`src/rtl/rr_arbiter8_pkg.sv`:
```
// Shared definitions for the 8-way round-robin arbiter: sizes, hold limit
// and FSM state encoding.
package rr_arbiter8_pkg;

   localparam int ARB_N    = 8;
   localparam int ARB_IDW  = 3;
   localparam int MAX_HOLD = 16;
   localparam int HCW      = $clog2(MAX_HOLD);

   localparam logic [HCW-1:0] HOLD_LAST = HCW'(MAX_HOLD - 1);

   typedef enum logic {
      ST_IDLE = 1'b0,
      ST_BUSY = 1'b1
   } state_e;

endpackage

```
`src/rtl/rr_arbiter8_pick.sv`:
```
// Combinational round-robin picker: rotate the request vector so ptr sits at
// bit 0, take the lowest set bit, then add ptr back to get the real index.
module rr_arbiter8_pick
   import rr_arbiter8_pkg::*;
(
   input  logic [ARB_N-1:0]   req_i,
   input  logic [ARB_IDW-1:0] ptr_i,
   output logic [ARB_IDW-1:0] pick_id_o,
   output logic               any_req_o
);

   logic [2*ARB_N-1:0] dbl;
   logic [ARB_N-1:0]   rot;
   logic [ARB_IDW-1:0] enc;

   always_comb begin
      dbl = {req_i, req_i} >> ptr_i;
      rot = dbl[ARB_N-1:0];
      enc = '0;
      // Scan downwards so the lowest set bit is the last one written.
      for (int i = ARB_N - 1; i >= 0; i--) begin
         if (rot[i]) enc = i[ARB_IDW-1:0];
      end
   end

   assign pick_id_o = enc + ptr_i;
   assign any_req_o = |req_i;

endmodule

```
`src/rtl/rr_arbiter8.sv`:
```
// Round-robin arbiter for 8 requesters with one-hot and encoded grant,
// release on done / request drop, and forced release after MAX_HOLD cycles.
module rr_arbiter8
   import rr_arbiter8_pkg::*;
(
   input  logic               clk,
   input  logic               resetn,
   input  logic [ARB_N-1:0]   req,
   input  logic               done,
   output logic [ARB_N-1:0]   grant,
   output logic [ARB_IDW-1:0] grant_id,
   output logic               grant_valid,
   output logic               timeout_err,
   output logic               dbg_state_o,
   output logic [ARB_IDW-1:0] dbg_ptr_o
);

   state_e             state_q, state_d;
   logic [ARB_IDW-1:0] ptr_q, ptr_d;
   logic [HCW-1:0]     hold_q, hold_d;
   logic [ARB_N-1:0]   grant_q, grant_d;
   logic [ARB_IDW-1:0] gid_q, gid_d;
   logic               valid_q, valid_d;
   logic               tmo_q, tmo_d;

   logic [ARB_IDW-1:0] pick_id;
   logic               any_req;
   logic               release_w;
   logic               timeout_w;

   rr_arbiter8_pick u_pick (
      .req_i     (req),
      .ptr_i     (ptr_q),
      .pick_id_o (pick_id),
      .any_req_o (any_req)
   );

   // A normal release (done or request drop) takes precedence over timeout.
   assign release_w = done | ~req[gid_q];
   assign timeout_w = (hold_q == HOLD_LAST);

   always_ff @(posedge clk or negedge resetn) begin
      if (!resetn) begin
         state_q <= ST_IDLE;
         ptr_q   <= '0;
         hold_q  <= '0;
         grant_q <= '0;
         gid_q   <= '0;
         valid_q <= 1'b0;
         tmo_q   <= 1'b0;
      end else begin
         state_q <= state_d;
         ptr_q   <= ptr_d;
         hold_q  <= hold_d;
         grant_q <= grant_d;
         gid_q   <= gid_d;
         valid_q <= valid_d;
         tmo_q   <= tmo_d;
      end
   end

   always_comb begin
      state_d = state_q;
      case (state_q)
         ST_IDLE: if (any_req) state_d = ST_BUSY;
         ST_BUSY: if (release_w || timeout_w) state_d = ST_IDLE;
         default: state_d = ST_IDLE;
      endcase
   end

   always_comb begin
      ptr_d   = ptr_q;
      hold_d  = hold_q;
      grant_d = grant_q;
      gid_d   = gid_q;
      valid_d = valid_q;
      tmo_d   = 1'b0;
      case (state_q)
         ST_IDLE: begin
            if (any_req) begin
               grant_d          = '0;
               grant_d[pick_id] = 1'b1;
               gid_d            = pick_id;
               valid_d          = 1'b1;
               hold_d           = '0;
            end
         end
         ST_BUSY: begin
            if (release_w || timeout_w) begin
               grant_d = '0;
               valid_d = 1'b0;
               hold_d  = '0;
               ptr_d   = gid_q + 1'b1;
               tmo_d   = ~release_w;
            end else begin
               hold_d = hold_q + 1'b1;
            end
         end
         default: begin
            grant_d = '0;
            valid_d = 1'b0;
         end
      endcase
   end

   assign grant       = grant_q;
   assign grant_id    = gid_q;
   assign grant_valid = valid_q;
   assign timeout_err = tmo_q;
   assign dbg_state_o = state_q;
   assign dbg_ptr_o   = ptr_q;

endmodule

```
`config.mk`:
```
export PLATFORM = sky130hd
export DESIGN_NAME = rr_arbiter8
export DESIGN_NICKNAME = d
export VERILOG_FILES = /design/src/rtl/rr_arbiter8_pkg.sv /design/src/rtl/rr_arbiter8_pick.sv /design/src/rtl/rr_arbiter8.sv
export SDC_FILE = /design/constraint.sdc
export NUM_CORES = 1
export LEC_CHECK = 0
export CORE_MARGIN = 3
export CORE_UTILIZATION = 53
export CTS_CLUSTER_SIZE = 25
export DETAILED_ROUTE_END_ITERATION = 10
export GPL_TIMING_DRIVEN = 0
export PLACE_DENSITY = 0.81
export SLEW_MARGIN = 5
export SYNTH_ARGS = -nofsm -noshare
export SYNTH_HDL_FRONTEND = slang
export SYNTH_SLANG_ARGS = --single-unit
```
`constraint.sdc`:
```
create_clock -name clk -period 4 [get_ports clk]
set_input_delay 0.4 -clock clk [delete_from_list [all_inputs] [get_ports clk]]
set_output_delay 0.4 -clock clk [all_outputs]
set_load 0.02 [all_outputs]
```
==> results.cfg <==
[layout]
layout-drive-gt1-share_pct = 11.4
finalNetCount = 217
postLayoutCellArea_mm2 = 0.00199
antenna_cells = 0
final_core_util_pct = 69.1
area_growth_pct = 19.8

[timing]
fin_skew_ns = 0.00704
whs_ns = 0.533
fin_crit_ns = 3.69
finalHoldViolCount = 0
slew_headroom_pct = 38.0
finalMaxSlewViolations = 0
finalSetupViolCount = 0
period_share_pct = 92.3
rsz0062_at_grt = no
setup_tns_ns = 0
max_freq_ghz = 0.271
worst_pin_slew_ns = 0.928

[synth]
synth-edff-count = 0
syn_area_mm2 = 0.00166
async_flop_share_pct = 100
synth_compound_area_share_pct = 14.7
seq_area_frac_synth_pct = 31.7
synth_most_common_cell = nand2_1
yosysWarnings = 0
yosysTopAreaCell = dfrtp_1
syn_nets = 187
synth.distinct_cells = 41
synthAdderAreaFrac_pct = 3.47
synth_seq_cells = 21
synth-main-ff-cell = dfrtp_1
yosysTopAreaCellShare_pct = 31.7
ys_top_cells_by_area = dfrtp_1 (32%), mux4_1 (13%), mux4_2 (6.8%)
synthSimpleGateAreaFrac_pct = 14.9
avgSynthCellArea_um2 = 9.64
synthXorXnorAreaFrac_pct = 2.11
synthMuxAreaShare_pct = 27.0
netlist_top_cells_count = nand2_1 (22), dfrtp_1 (21), nor2_1 (18), inv_1 (11), o21ai_0 (11)
synth_top_family_by_area = multiplexers
syn-instance-count = 172

[clock_tree]
h-tree-depth = 1
cts.sinks = 21
clk_pin_slew_worst_paths_ns = 0.12
cts_buffer_depth = 2
cts_resized = 0
clk_latency_ns = 0.31
cts_buffers = 3
root_buffer = clkbuf_4
cts_setup_buffers = 0
cts_tree = done
cts_hold_buf = 0

[power_and_ir_drop]
power_density_mw_per_mm2 = 767
p_sw_mw = 0.726
p_total_mw = 1.52
switching_share_pct = 47.7
power_frac_comb_pct = 71.1
seqPwrFrac_pct = 22.1
vdd_drop_max_mv = 0.507
leakage_nw = 0.855
clockPowerShare_pct = 6.8
p_int_mw = 0.798

[die]
coreArea_mm2 = 0.00288
dieHeight_um = 61.9
initial_core_util_pct = 57.6
die_w_um = 61.9
rows = 19
ios = 28
fp.dieArea_mm2 = 0.00384

[critical_path]
worstPathRequired_ns = 4.19
r2r_cells = 13
worstSetupEndpointType = flip-flop
cp-start-kind = flip-flop
crit_type = reg2reg
path_max_fanout = 9
arrival_ns = 3.88

[detailed_routing]
wl_um = 4050
viasPerCell = 6.18
num_vias = 1501
drc = 0
drtAntennaViolNets = 0
first_iter_violations = 136
first_pass_iters = 4
routedWlPerCell_um = 16.7

[place]
placed_area_mm2 = 0.00196
place.port_buffers = 25
place.gp.congestion = 0.841
hpwlAfterDp_um = 3040

[global_route]
grt_usage_pct = 23.1
grt_overflow_total = 0
grt_max_degree = 22
grt_pass1_vias = 1449
grt_pass1_wl_um = 6670
antenna_found_initial = 0

[worst_hold_path]
hold_depth = 1
hp-class = reg2reg

[flow_run]
drv_cap = 0

[status]
status = complete, no violations
cells in the final DEF (no fill, tap or decap), types with 2 or more instances in the layout:
cell             Yosys  layout
clkdlybuf4s50_1      0      25
nand2_1             22      22
dfrtp_1             21      21
nor2_1              18      18
inv_1               11      11
o21ai_0             11      11
a21oi_1             10      10
mux2i_1              8       8
mux4_1               8       8
o22ai_1              8       8
mux4_2               5       5
buf_2                4       4
clkbuf_1             3       4
mux2_2               4       4
nor3_1               4       4
nand3_1              4       4
ha_1                 3       3
clkbuf_4             0       3
xor2_1               2       2
xnor2_1              2       2
nand3b_1             2       2
layer usage:
metal / part of all wire, % / vias up / wire (um) / global-route usage (%)
met1: 42 / 750 / 1690 / 32.8
li1: - / 694 / - / -
met3: 4.9 / 4 / 200 / 2.27
met5: 0 / - / 0 / 0
met2: 52 / 53 / 2120 / 38.4
met4: 0.91 / 0 / 37 / 5.15
worst paths after layout:
| kind | endpoint | from | slack (ns) |
|---|---|---|---|
| min | hold_q[2]$_DFFE_PN0P_ | hold_q[2]$_DFFE_PN0P_ | 0.53 |
| max reg2reg | grant[3]$_DFFE_PN0P_ | dbg_ptr_o[0]$_DFFE_PN0P_ | 0.31 |
| max in group asynchronous | grant_id[1]$_DFFE_PN0P_ | resetn | 2.83 |
| min reg2reg | hold_q[2]$_DFFE_PN0P_ | hold_q[2]$_DFFE_PN0P_ | 0.53 |
| min in group asynchronous | grant[7]$_DFFE_PN0P_ | resetn | 0.59 |
| max | grant[3]$_DFFE_PN0P_ | dbg_ptr_o[0]$_DFFE_PN0P_ | 0.31 |
worst max-delay path, stage by stage (launching register included):
cell and delay [ns]:
dfrtp_1 0.40, clkbuf_1 0.41, mux4_1 0.61, inv_1 0.10, nor2_1 0.04, nor3_1 0.23
o32ai_1 0.13, o21ai_0 0.23, ha_1 0.18, inv_1 0.05, fa_1 0.38, xnor2_1 0.26
xor2_1 0.37, o22ai_1 0.16
cells by family (layout without fill, tap and decap cells):
kind of cell / after synthesis / in the layout
and+or+nand+nor: 56 / 56
AOI/OAI and AO/OA: 40 / 40
muxes: 25 / 25
buffers and inverters: 22 / 51
DFF: 21 / 21
adders and majority gates: 4 / 4
xor gates and xnor gates: 4 / 4
per-stage QoR:
step                      worst slack [ns]  std cells
after floorplan                      0.757        172
after global placement               0.322        239
after detailed placement             0.232        239
after CTS                            0.290        243
after global routing                0.0763        243
final                                0.308        243
layout make-up:
cell class                 count  area (um2)
inverter                      13        53.8
buffer                         9        47.5
fill                         221         890
timing repair buffer          25         250
clock buffer                   4        26.3
sequential                    21         526
tap                           42        52.6
multi-input combinational    129        1030
flip-flops by register name, summed over array words and instances (netlist names):
| signal | flops |
|---|---|
| timeout_err | 1 |
| grant_id | 3 |
| hold_q | 4 |
| dbg_ptr_o | 3 |
| grant | 8 |
| grant_valid | 1 |
| dbg_state_o | 1 |
power by group through the flow:
stage                     Combinational (mW)  Clock, mW  Sequential, mW
after global placement                  1.03          0           0.336
final                                   1.08      0.103           0.337
after CTS                               1.08      0.104           0.337
after detailed placement                1.07          0           0.341
after global routing                    1.18      0.112           0.346
after floorplan                        0.711          0           0.394
Power figures use the tool's default switching activity.
